File: src/rtl/mux_xbar_pkg.sv
// Shared helpers for the registered crossbar: index-width derivation and reset values.
package mux_xbar_pkg;

  // $clog2 returns 0 for counts of 1, but an index port still needs one bit.
  function automatic int clog2_min1(input int n);
    return (n <= 2) ? 1 : $clog2(n);
  endfunction

  function automatic int sel_width(input int num_in);
    return clog2_min1(num_in);
  endfunction

  function automatic int out_width(input int num_out);
    return clog2_min1(num_out);
  endfunction

  localparam logic RST_VALID = 1'b0;
  localparam logic RST_OVF   = 1'b0;
  localparam logic RST_ERR   = 1'b0;

endpackage

File: src/rtl/mux_xbar_reg_out_slot.sv
// One crossbar output: source-select register, 1-deep holding register with
// valid/ready handshake, and sticky overflow flag.
module xbar_out_slot
  import mux_xbar_pkg::*;
#(
  parameter int WIDTH  = 8,
  parameter int NUM_IN = 8,
  parameter int SEL_W  = sel_width(NUM_IN)
) (
  input  logic                    clk,
  input  logic                    rst,
  input  logic                    en,
  input  logic [NUM_IN*WIDTH-1:0] in_data,
  input  logic [NUM_IN-1:0]       in_valid,
  input  logic                    cfg_wr,
  input  logic [SEL_W-1:0]        cfg_src,
  input  logic                    out_ready,
  input  logic                    ovf_clr,
  output logic [WIDTH-1:0]        out_data,
  output logic                    out_valid,
  output logic                    ovf
);

  logic [WIDTH-1:0] in_word [NUM_IN];
  logic [SEL_W-1:0] sel_d, sel_q;
  logic [WIDTH-1:0] data_d, data_q;
  logic             valid_d, valid_q;
  logic             ovf_d, ovf_q;
  logic             hit, space;

  for (genvar gi = 0; gi < NUM_IN; gi++) begin : g_word
    assign in_word[gi] = in_data[gi*WIDTH +: WIDTH];
  end

  // Capture uses the registered select; a write this cycle only affects the next one.
  always_comb begin
    sel_d   = sel_q;
    data_d  = data_q;
    valid_d = valid_q;
    ovf_d   = ovf_q;
    hit     = en & in_valid[sel_q];
    space   = ~valid_q | out_ready;
    if (cfg_wr)
      sel_d = cfg_src;
    if (ovf_clr)
      ovf_d = 1'b0;
    if (hit && space) begin
      data_d  = in_word[sel_q];
      valid_d = 1'b1;
    end else if (hit) begin
      ovf_d = 1'b1;
    end else if (out_ready) begin
      valid_d = 1'b0;
    end
  end

  always_ff @(posedge clk) begin
    if (rst) begin
      sel_q   <= '0;
      data_q  <= '0;
      valid_q <= RST_VALID;
      ovf_q   <= RST_OVF;
    end else begin
      sel_q   <= sel_d;
      data_q  <= data_d;
      valid_q <= valid_d;
      ovf_q   <= ovf_d;
    end
  end

  assign out_data  = data_q;
  assign out_valid = valid_q;
  assign ovf       = ovf_q;

endmodule

File: src/rtl/mux_xbar_reg.sv
// Registered NUM_IN x NUM_OUT crossbar: config decode and error pulse here,
// per-output routing and flow control in xbar_out_slot.
module mux_xbar_reg
  import mux_xbar_pkg::*;
#(
  parameter int WIDTH   = 8,
  parameter int NUM_IN  = 8,
  parameter int NUM_OUT = 2,
  parameter int SEL_W   = sel_width(NUM_IN),
  parameter int OUT_W   = out_width(NUM_OUT)
) (
  input  logic                     clk,
  input  logic                     rst,
  input  logic                     en,
  input  logic [NUM_IN*WIDTH-1:0]  in_data,
  input  logic [NUM_IN-1:0]        in_valid,
  input  logic                     cfg_we,
  input  logic [OUT_W-1:0]         cfg_out,
  input  logic [SEL_W-1:0]         cfg_src,
  output logic                     cfg_err,
  output logic [NUM_OUT*WIDTH-1:0] out_data,
  output logic [NUM_OUT-1:0]       out_valid,
  input  logic [NUM_OUT-1:0]       out_ready,
  output logic [NUM_OUT-1:0]       ovf,
  input  logic [NUM_OUT-1:0]       ovf_clr
);

  logic               cfg_legal;
  logic               cfg_err_d, cfg_err_q;
  logic [NUM_OUT-1:0] cfg_wr;

  // Index widths round up, so non-power-of-two counts leave unusable codes.
  always_comb begin
    cfg_legal = (32'(cfg_out) < NUM_OUT) && (32'(cfg_src) < NUM_IN);
    cfg_err_d = cfg_we & ~cfg_legal;
  end

  always_ff @(posedge clk) begin
    if (rst)
      cfg_err_q <= RST_ERR;
    else
      cfg_err_q <= cfg_err_d;
  end

  assign cfg_err = cfg_err_q;

  for (genvar gi = 0; gi < NUM_OUT; gi++) begin : g_slot
    assign cfg_wr[gi] = cfg_we & cfg_legal & (cfg_out == OUT_W'(gi));

    xbar_out_slot #(
      .WIDTH  (WIDTH),
      .NUM_IN (NUM_IN),
      .SEL_W  (SEL_W)
    ) u_slot (
      .clk       (clk),
      .rst       (rst),
      .en        (en),
      .in_data   (in_data),
      .in_valid  (in_valid),
      .cfg_wr    (cfg_wr[gi]),
      .cfg_src   (cfg_src),
      .out_ready (out_ready[gi]),
      .ovf_clr   (ovf_clr[gi]),
      .out_data  (out_data[gi*WIDTH +: WIDTH]),
      .out_valid (out_valid[gi]),
      .ovf       (ovf[gi])
    );
  end

endmodule

File: config.mk
export PLATFORM = sky130hd
export DESIGN_NAME = mux_xbar_reg
export DESIGN_NICKNAME = d
export VERILOG_FILES = /design/src/rtl/mux_xbar_pkg.sv /design/src/rtl/mux_xbar_reg_out_slot.sv /design/src/rtl/mux_xbar_reg.sv
export SDC_FILE = /design/constraint.sdc
export NUM_CORES = 1
export LEC_CHECK = 0
export ABC_AREA = 1
export BUFFER_PORTS_ARGS = -buffer_cell sky130_fd_sc_hd__buf_2
export CAP_MARGIN = 5
export CORE_MARGIN = 10
export CORE_UTILIZATION = 35
export CTS_CLUSTER_SIZE = 20
export DETAILED_ROUTE_END_ITERATION = 10
export GPL_TIMING_DRIVEN = 0
export PLACE_DENSITY = 0.72
export SLEW_MARGIN = 20
export SYNTH_ARGS = -nofsm -noshare
export SYNTH_HDL_FRONTEND = slang
export SYNTH_SLANG_ARGS = --single-unit
File: constraint.sdc
create_clock -name clk -period 1.3 [get_ports clk]
set_input_delay 0.26 -clock clk [delete_from_list [all_inputs] [get_ports clk]]
set_output_delay 0.26 -clock clk [all_outputs]
set_load 0.02 [all_outputs]
==> flow_summary.yaml <==
routing:
  wire_per_inst_um: 16.20
  drcViolationCount: 0
  num_vias: 3593
  detail_route.first_pass.iterations: 5
  wl_um: 11100
  drt_iter0_drc: 380
  routed_via_density: 5.245
  ant_nets: 0
worst_setup_path:
  r2r_start: "g_slot[1].u_slot.sel_q[0]$_SDFFE_PP0P_"
  critPathCaptureType: "flop"
  critical_path_arrival_ns: 1.56
  cp-start-kind: "flop"
  crit_slowest_cell: "dfxtp_2"
  crit_type: "flop to flop"
  crit_required_ns: 1.47
  startpoint: "g_slot[1].u_slot.sel_q[0]$_SDFFE_PP0P_"
  cp_max_fo: 6
  worstPathCellList: "buf_2 -> nand2_1 -> nand3_2 -> nand3_4 -> nand4_4 -> buf_6 -> nor2_2 -> nor2_1"
  critPathMaxStageDelay_ns: 0.34
synthesis:
  yosysSeqAreaShare_pct: 21.26
  muxShareOfSynthArea_pct: 0
  yosys_warnings: 0
  ys_seq_elements: 26
  synth_top_family_by_area: "simple AND/OR/NAND/NOR gates"
  syn-num-nets: 541
  synth.distinct_cells: 16
  post_synth_xor_area_fraction_pct: 0
  syn_area_um2: 2449
  synth_compound_area_share_pct: 2.862
  synth_simple_gate_area_share_pct: 61.62
  syn_inst: 457
  synth_fa_ha_area_share_pct: 0
  syn_avg_cell_area_um2: 5.358
grt:
  grt_max_degree: 14
  antenna_found_initial: 1
  grtUsageTotal_pct: 18.81
  grt_pass1_wl_um: 16980
  grt.overflow.total: 0
  grt_pass1_vias: 3499
status:
  status: "complete, but fails checks"
  violations: "setup timing"
final_layout:
  design_area_um2: 3716
  drive_gt1_share_pct: 38.78
  final_common_cell: "nand2_1"
  area_growth_pct: 51.76
  final_nets: 674
  final_cell_mix: "nand2_1 (173), buf_2 (106), nand3_1 (87), inv_1 (31), nor2_1 (30)"
timing:
  rsz0062_at_grt: "yes"
  min_period_ns: 1.390
  finClkSkew_ns: 0.003289
  setup_violations: 17
  period_share_pct: 106.9
  setup_ws_ns: -0.09004
  fmax_mhz: 719.4
  finalHoldViolations: 0
  report.final.slew_viol_count: 0
worst_hold_path:
  hold_path_class: "primary input to flop"
  worstHoldStart: "rst"
power_and_ir_drop:
  ir_drop_mv: 0.5062
  p_leak_nw: 1.978
  p_int_mw: 1.688
  switching_share_pct: 40.28
  p_sw_mw: 1.139
  power.density_nw_per_um2: 760.7
  clkPwrFrac_pct: 15.6
  seqPwrFrac_pct: 32.5
  combPwrFrac_pct: 51.9
clock_network:
  holdBufCountCts: 0
  cts_buffers: 3
  h-tree-depth: 1
  cts-root-buf: "clkbuf_8"
  clk_pin_slew_worst_paths_ns: 0.08
  clk_latency_ns: 0.26
  clockBufferDepth: 2
  cts_sinks: 26
  cts_tree: "done"
floorplanning:
  die_y_um: 103.6
  num_rows: 30
  coreArea_um2: 6794
  io_pins: 105
  die_w_um: 103.6
  initial_utilization_pct: 36.04
  die_area_um2: 10740
placement:
  dp_hpwl_um: 7841
  port_buffers: 103
  dpl_cell_area_um2: 3084
  detailedPlace.worstSlack_ns: -0.2053
  finalWeightedCongestion: 0.9222
job:
  cap_violations: 0
==> cell families (layout without fill, tap and decap cells) <==
logic type      Yosys count  after routing
compound gates           14             14
buf+inv                  68            199
flops                    26             26
other cells               1              2
simple gates            348            348
==> registers in the layout (all words and copies together) (netlist names) <==
signal,flops
g_slot.u_slot.out_data,16
g_slot.u_slot.sel_q,6
g_slot.u_slot.out_valid,2
g_slot.u_slot.ovf,2
==> routing by layer <==
metal / up-vias / routed length, um / global-route usage (%)
li1: 1711 / - / -
met1: 1576 / 4331 / 23.24
met2: 261 / 5100 / 30.32
met3: 45 / 1256 / 4.709
met4: 0 / 406 / 7.560
met5: - / 0 / 0
==> path summary, 6_finish.rpt <==
path / to / slack (ns) / cells after the start
setup / recovery: g_slot[1].u_slot.out_data[4]$_SDFFE_PP0P_ / -0.09 / 8
hold / removal: g_slot[1].u_slot.ovf$_SDFF_PP0_ / 0.20 / 2
setup reg to reg: g_slot[1].u_slot.out_data[4]$_SDFFE_PP0P_ / -0.09 / 8
hold reg to reg: g_slot[1].u_slot.out_data[0]$_SDFFE_PP0P_ / 0.51 / 4
==> final cells by class <==
type | instances | area (um^2)
clock buffer | 3 | 41.29
antenna | 1 | 2.502
tap | 96 | 120.1
sequential | 26 | 529.3
timing repair inverter | 1 | 6.256
timing repair buffer | 128 | 763.2
fill | 692 | 3078
inverter | 37 | 173.9
buffer | 30 | 279.0
multi-input combinational | 363 | 1800
==> per-stage QoR <==
| stage | hold slack, ns | cells | setup TNS (ns) | total power, mW | utilization, % |
|---|---|---|---|---|---|
| after detailed placement | 0.4932 | 656 | -2.702 | 2.074 | 45.40 |
| after CTS | 0.2025 | 680 | -0.4785 | 2.741 | 52.50 |
| after floorplan | 0.3291 | 457 | 0 | 1.657 | - |
| after global routing | 0.2178 | 685 | -2.377 | 3.031 | 54.70 |
| final | 0.2035 | 685 | -0.9883 | 2.827 | 54.70 |
| after global placement | 0.4849 | 656 | -2.254 | 2.051 | 45.40 |
==> synth_stat cells (all sizes together) <==
master    n  area [um^2]
conb      1        3.750
a21oi     8        40.04
nor2     41        153.9
nand4     2        42.54
nand2   195        732.0
nand3   110        580.6
clkbuf    3        11.26
o21ai     6        30.03
dfxtp    26        520.5
inv      37        143.9
buf      28        190.2
==> power groups by stage <==
stage / combinational (mW) / clock [mW] / sequential [mW]
floorplan: 0.660 / 0 / 0.997
global placement: 1.13 / 0 / 0.924
detailed placement: 1.15 / 0 / 0.927
CTS: 1.37 / 0.456 / 0.911
global route: 1.61 / 0.491 / 0.930
finish: 1.47 / 0.440 / 0.919
==> critical path: cells and delay by family (launching register included) <==
| family | cells | cell delay (ns) |
|---|---|---|
| DFF | 1 | 0.34 |
| buffers and inverters | 2 | 0.34 |
| and+or+nand+nor | 6 | 0.61 |
==> what timing repair did <==
| action | 4_1_cts | 5_1_grt |
|---|---|---|
| gates cloned | 6 | 1 |
| pin swaps | 13 | 12 |
| gates resized for setup | 91 | 35 |
| endpoints found under the setup margin | 16 | 18 |
| buffers inserted | 15 | 4 |
No activity file was read; power rests on OpenSTA's default activity.
